**config.mk**
```make
export PLATFORM = sky130hd
export DESIGN_NAME = level_meter_flat
export DESIGN_NICKNAME = d
export VERILOG_FILES = /design/src/rtl/level_meter_pkg.sv /design/src/rtl/level_meter_if.sv /design/src/rtl/level_meter_abs_sat.sv /design/src/rtl/level_meter.sv /design/src/flat_wrapper.sv
export SDC_FILE = /design/constraint.sdc
export NUM_CORES = 1
export LEC_CHECK = 0
export CORE_MARGIN = 1.5
export CORE_UTILIZATION = 55
export DETAILED_ROUTE_END_ITERATION = 10
export PLACE_DENSITY = 0.75
export SYNTH_ARGS = -nofsm -noshare
export SYNTH_HDL_FRONTEND = slang
export SYNTH_HIERARCHICAL = 1
export SYNTH_SLANG_ARGS = --single-unit
```
**constraint.sdc**
```tcl
create_clock -name clock -period 4.7 [get_ports clock]
set_clock_uncertainty 0.05 [all_clocks]
set_input_delay 0.47 -clock clock [delete_from_list [all_inputs] [get_ports clock]]
set_output_delay 0.47 -clock clock [all_outputs]
set_load 0.02 [all_outputs]
```
**src/rtl/level_meter_pkg.sv**
```systemverilog
// Shared widths, hold limit and FSM state type for the level meter.
package level_meter_pkg;
    localparam int unsigned SMP_W    = 8;
    localparam int unsigned PEAK_W   = 7;
    localparam int unsigned LVL_W    = 4;
    localparam int unsigned HOLD_W   = 3;
    localparam int unsigned HOLD_MAX = 7;

    typedef enum logic {
        IDLE,
        DECAY
    } state_t;
endpackage

```
**src/rtl/level_meter_if.sv**
```systemverilog
// Audio sample bus feeding the level meter (valid, channel, signed data).
interface level_meter_if;
    import level_meter_pkg::*;

    logic             smp_valid;
    logic [1:0]       smp_ch;
    logic [SMP_W-1:0] smp_data;

    modport master (output smp_valid, smp_ch, smp_data);
    modport slave  (input  smp_valid, smp_ch, smp_data);
endinterface

```
**src/rtl/level_meter_abs_sat.sv**
```systemverilog
// abs_sat: combinational |x| of a signed sample, saturated to PEAK_W bits.
module abs_sat
    import level_meter_pkg::*;
(
    input  logic [SMP_W-1:0]  data,
    output logic [PEAK_W-1:0] mag
);
    logic [SMP_W-1:0] neg;

    assign neg = -data;

    always_comb begin
        mag = data[PEAK_W-1:0];
        if (data[SMP_W-1]) begin
            // only the most negative code overflows after negation
            mag = neg[SMP_W-1] ? '1 : neg[PEAK_W-1:0];
        end
    end
endmodule

```
**src/rtl/level_meter.sv**
```systemverilog
// Four-channel peak level meter with line-paced decay for a VGA display.
// Optional per-channel peak hold is enabled with LEVEL_METER_HOLD_EN.
module level_meter
    import level_meter_pkg::*;
#(
    parameter int unsigned DECAY_LINES = 64
) (
    input  logic             clock,
    input  logic             reset_n,
    input  logic             ena,
    input  logic             hline,
    level_meter_if.slave     smp,
    output logic [LVL_W-1:0] s1,
    output logic [LVL_W-1:0] s2,
    output logic [LVL_W-1:0] s3,
    output logic [LVL_W-1:0] s4,
    output logic             busy
);
    localparam int unsigned      CNT_W    = 10;
    localparam logic [CNT_W-1:0] CNT_LAST = CNT_W'(DECAY_LINES - 1);

    logic [PEAK_W-1:0] mag;
    logic [CNT_W-1:0]  cnt;
    logic              line;
    logic              tick;
    state_t            state, state_nxt;
    logic [1:0]        idx, idx_nxt;
    logic [PEAK_W-1:0] peak     [4];
    logic [PEAK_W-1:0] peak_nxt [4];
`ifdef LEVEL_METER_HOLD_EN
    logic [HOLD_W-1:0] hold     [4];
    logic [HOLD_W-1:0] hold_nxt [4];
`endif

    abs_sat u_abs_sat (
        .data (smp.smp_data),
        .mag  (mag)
    );

    assign line = ena & hline;
    assign tick = line & (cnt == CNT_LAST);

    always_comb begin
        state_nxt = state;
        idx_nxt   = idx;
        if (ena) begin
            case (state)
                IDLE: begin
                    if (tick) begin
                        state_nxt = DECAY;
                        idx_nxt   = '0;
                    end
                end
                DECAY: begin
                    idx_nxt = idx + 2'd1;
                    if (idx == 2'd3) state_nxt = IDLE;
                end
            endcase
        end
    end

    // Decay is applied first so a same-cycle sample competes with the decayed value.
    always_comb begin
        for (int unsigned i = 0; i < 4; i++) begin
            peak_nxt[i] = peak[i];
`ifdef LEVEL_METER_HOLD_EN
            hold_nxt[i] = hold[i];
`endif
            if (ena) begin
                if (state == DECAY && idx == 2'(i)) begin
`ifdef LEVEL_METER_HOLD_EN
                    if (hold[i] != '0)      hold_nxt[i] = hold[i] - 1'b1;
                    else if (peak[i] != '0) peak_nxt[i] = peak[i] - 1'b1;
`else
                    if (peak[i] != '0) peak_nxt[i] = peak[i] - 1'b1;
`endif
                end
                if (smp.smp_valid && smp.smp_ch == 2'(i)) begin
                    if (mag > peak_nxt[i]) peak_nxt[i] = mag;
`ifdef LEVEL_METER_HOLD_EN
                    if (mag > peak[i]) hold_nxt[i] = HOLD_W'(HOLD_MAX);
`endif
                end
            end
        end
    end

    always_ff @(posedge clock or negedge reset_n) begin
        if (!reset_n) begin
            state <= IDLE;
            idx   <= '0;
            cnt   <= '0;
            busy  <= 1'b0;
            s1    <= '0;
            s2    <= '0;
            s3    <= '0;
            s4    <= '0;
            for (int unsigned i = 0; i < 4; i++) begin
                peak[i] <= '0;
`ifdef LEVEL_METER_HOLD_EN
                hold[i] <= '0;
`endif
            end
        end else begin
            state <= state_nxt;
            idx   <= idx_nxt;
            busy  <= (state_nxt == DECAY);
            for (int unsigned i = 0; i < 4; i++) begin
                peak[i] <= peak_nxt[i];
`ifdef LEVEL_METER_HOLD_EN
                hold[i] <= hold_nxt[i];
`endif
            end
            if (line) begin
                cnt <= (cnt == CNT_LAST) ? '0 : cnt + 1'b1;
                s1  <= peak[0][PEAK_W-1 -: LVL_W];
                s2  <= peak[1][PEAK_W-1 -: LVL_W];
                s3  <= peak[2][PEAK_W-1 -: LVL_W];
                s4  <= peak[3][PEAK_W-1 -: LVL_W];
            end
        end
    end
endmodule

```
**src/flat_wrapper.sv**
```systemverilog
// flat-port wrapper written by rule: the top's interface ports become plain ports
module level_meter_flat import level_meter_pkg::*;
#(
    parameter int unsigned DECAY_LINES = 64
)
  (clock, reset_n, ena, hline, s1, s2, s3, s4, busy, smp_smp_valid, smp_smp_ch, smp_smp_data);
  level_meter_if smp_i ();
  input  logic clock;
  input  logic reset_n;
  input  logic ena;
  input  logic hline;
  output logic [LVL_W-1:0] s1;
  output logic [LVL_W-1:0] s2;
  output logic [LVL_W-1:0] s3;
  output logic [LVL_W-1:0] s4;
  output logic busy;
  input wire logic [$bits(smp_i.smp_valid)-1:0] smp_smp_valid;
  input wire logic [$bits(smp_i.smp_ch)-1:0] smp_smp_ch;
  input wire logic [$bits(smp_i.smp_data)-1:0] smp_smp_data;
  assign smp_i.smp_valid = smp_smp_valid;
  assign smp_i.smp_ch = smp_smp_ch;
  assign smp_i.smp_data = smp_smp_data;
  level_meter #(.DECAY_LINES(DECAY_LINES)) u_core (.clock(clock), .reset_n(reset_n), .ena(ena), .hline(hline), .smp(smp_i), .s1(s1), .s2(s2), .s3(s3), .s4(s4), .busy(busy));
endmodule
```
==> flow_metrics.tcl <==
set metrics [dict create \
    synthFlopType "dfrtp_1" \
    diodes 0 \
    cts.sinks 57 \
    nets 604 \
    cp_cell_sequence "nand2_1 > or4b_1 > and2_1 > o21ai_0 > ha_1 > nand4_1 > a21oi_1 > o2111ai_1 > or2_2 > o221ai_1" \
    vias 4240 \
    synth_area_per_cell_um2 8.49 \
    start_kind "flop" \
    setup_viol 0 \
    fin_area_mm2 0.00500 \
    ant_nets 0 \
    cts-root-buf "clkbuf_8" \
    slew_headroom 0.397 \
    grt_pass1_vias 4013 \
    clk_latency_ps 350 \
    syn_area_mm2 0.00442 \
    syn_nets 578 \
    ys_ff_latch 57 \
    io_pins 32 \
    slowest_delay_ps 800 \
    powerDensity_mw_per_mm2 245 \
    drc 0 \
    synth_edf_count 0 \
    rsz0062_at_grt "false" \
    detail_route.iter0.violations 356 \
    portBuffers 31 \
    cp.arrival_ps 3930 \
    wl_um 11700 \
    power.static_leakage_nw 2.03 \
    p_int_uw 866 \
    grt_pass1_wl_um 19600 \
    antenna_found_initial 0 \
    cap_violations 0 \
    ir_drop_v 0.000171 \
    worstMarginPinSlew_ps 902 \
    cts_tree "yes" \
    first_pass_iters 6 \
    clock_power_share 0.388 \
    timing.final.crit_period_ps 3780 \
    syn_to_final_growth_pct 13.2 \
    grt.total_usage 0.293 \
    gp_congestion 0.957 \
    h-tree-depth 3 \
    setup_tns_ps 0 \
    start_util 0.569 \
    path_clk_slew_ps 70 \
    grt_max_degree 58 \
    dieArea_mm2 0.00859 \
    switchingPower_uw 362 \
    coreArea_mm2 0.00777 \
    holdBufCountCts 0 \
    grt-ovfl-total 0 \
    hpwlAfterDp_um 8460 \
    synth_cell_type_count 61 \
    hold_path.class "input pin to asynchronous set/reset pin" \
    required_ps 4860 \
    endpoint_kind "flop" \
    fmaxAchievable_mhz 265 \
    rows 32 \
    worstSetupPathType "flop to flop" \
    wire_per_inst_um 17.9 \
    place_area_mm2 0.00480 \
    cts_resized 0 \
    viasPerCell 6.48 \
    synthCells 521 \
    fin_crit_sh 0.803 \
    die_x_um 92.7 \
    status "completed" \
    cp_max_fo 20 \
    hold_viol 0 \
    ys_warn_count 6 \
    postCtsSetupRepairBufs 0 \
    p_seq_frac 0.452 \
    drive_above_1_share 0.0924 \
    async_flop_share 1.00 \
    p_comb_frac 0.161 \
    cp_slowest_cell "dfrtp_1" \
    maxSlewViolCount 0 \
    ys_seq_area_frac 0.322 \
    switching_share 0.295 \
    cts_buffer_depth 2 \
    die_height_um 92.7 \
    cts_buffers 9 \
]
power by group through the flow:
stage / Sequential [mW] / Clock [mW] / Combinational (mW)
after CTS: 0.554 / 0.487 / 0.197
after global routing: 0.559 / 0.512 / 0.222
after global placement: 0.561 / 0 / 0.190
after detailed placement: 0.563 / 0 / 0.196
final: 0.554 / 0.476 / 0.197
after floorplan: 0.570 / 0 / 0.107
registers in the layout, summed over array words and instances, names as in the netlist:
| name | count |
|---|---|
| u_core/s4 | 4 |
| u_core/peak | 28 |
| u_core/state | 1 |
| u_core/idx | 2 |
| u_core/s2 | 4 |
| u_core/s1 | 4 |
| u_core/cnt | 10 |
| u_core/s3 | 4 |
path summary, 6_finish.rpt:
check                            endpoint  depth (start not counted)          start  slack (ps)
max                        u_core/peak[5]                         10   u_core/state         920
min                          u_core/s3[1]                          2        reset_n         200
max reg2reg                u_core/peak[5]                         10   u_core/state         920
min reg2reg                 u_core/cnt[9]                          1  u_core/cnt[9]         420
max in group asynchronous  u_core/peak[5]                          2        reset_n        3880
min in group clock          u_core/cnt[9]                          1  u_core/cnt[9]         420
worst max-delay path: cells and delay by family, from the launching register on:
kind	cells	cell delay, ps
and+or+nand+nor	5	1440
AOI/OAI and AO/OA	4	1050
DFF	1	800
adders and majority gates	1	300
Yosys cell counts (all sizes together), types with 3 or more instances:
library cell | n | area [um2]
nor4 | 13 | 81.3
nand3b | 5 | 37.5
o22ai | 20 | 131
or3 | 8 | 50.1
or2 | 11 | 71.3
nand2 | 49 | 184
and4 | 4 | 37.5
nor2 | 37 | 139
mux2 | 8 | 90.1
nor4b | 6 | 52.6
nand3 | 14 | 70.1
xnor2 | 12 | 105
o221ai | 16 | 140
a31oi | 6 | 37.5
a21oi | 25 | 125
o2bb2ai | 3 | 26.3
nor3 | 19 | 95.1
o211ai | 11 | 82.6
or3b | 3 | 26.3
or4 | 7 | 60.1
and2 | 14 | 87.6
dfrtp | 57 | 1430
clkbuf | 16 | 60.1
and3 | 4 | 26.3
o21ai | 36 | 180
inv | 30 | 115
buf | 4 | 25.0
nor2b | 7 | 43.8
ha | 42 | 526
nand4 | 9 | 56.3
layout by cell type, fill, tap and decap left out, types with 5 or more instances in the layout:
cell type	instances
a31oi_1	6
nor4_1	13
nand3b_1	5
or4_1	5
nand3_1	14
clkdlybuf4s50_1	30
inv_1	29
mux2_2	8
or3_1	8
dfrtp_1	57
or2_2	10
nor2_1	37
nor4b_1	6
o21ai_0	31
a21oi_1	25
o211ai_1	11
clkbuf_8	10
nand4_1	9
ha_1	42
o22ai_1	19
and2_1	13
nor2b_1	7
o21ai_1	5
nor3_1	19
o221ai_1	16
xnor2_1	12
nand2_1	49
metal layers:
layer  share of wire  global-route usage
met5               0                   0
met4           0.022               0.122
met3           0.069              0.0558
met2            0.48               0.472
met1            0.43               0.385
metrics by stage:
stage               setup WS [ps]  cells  power (mW)  hold WS (ps)  utilization
floorplan                    1480    521       0.677           124            -
global placement              825    638       0.751           409        0.618
detailed placement            717    638       0.759           415        0.618
CTS                           985    654        1.24           242        0.644
global route                  661    654        1.29           276        0.644
finish                        924    654        1.23           205        0.644
final cells by class:
type / instances / area (um2)
Tap cell: 102 / 128
Multi-Input combinational cell: 414 / 2800
Clock buffer: 10 / 138
Sequential cell: 57 / 1430
Timing Repair Buffer: 35 / 335
Fill cell: 664 / 2760
Clock inverter: 6 / 66.3
Inverter: 30 / 115
logic make-up (layout without fill, tap and decap cells):
kind of cell,Yosys count,in the layout,synth area share
DFF,57,57,0.322
AOI/OAI and AO/OA,135,135,0.201
xor gates and xnor gates,14,14,0.0277
muxes,9,9,0.0226
and+or+nand+nor,214,214,0.262
buffers and inverters,50,81,0.0453
adders and majority gates,42,42,0.119
No activity file was read; power rests on OpenSTA's default activity.
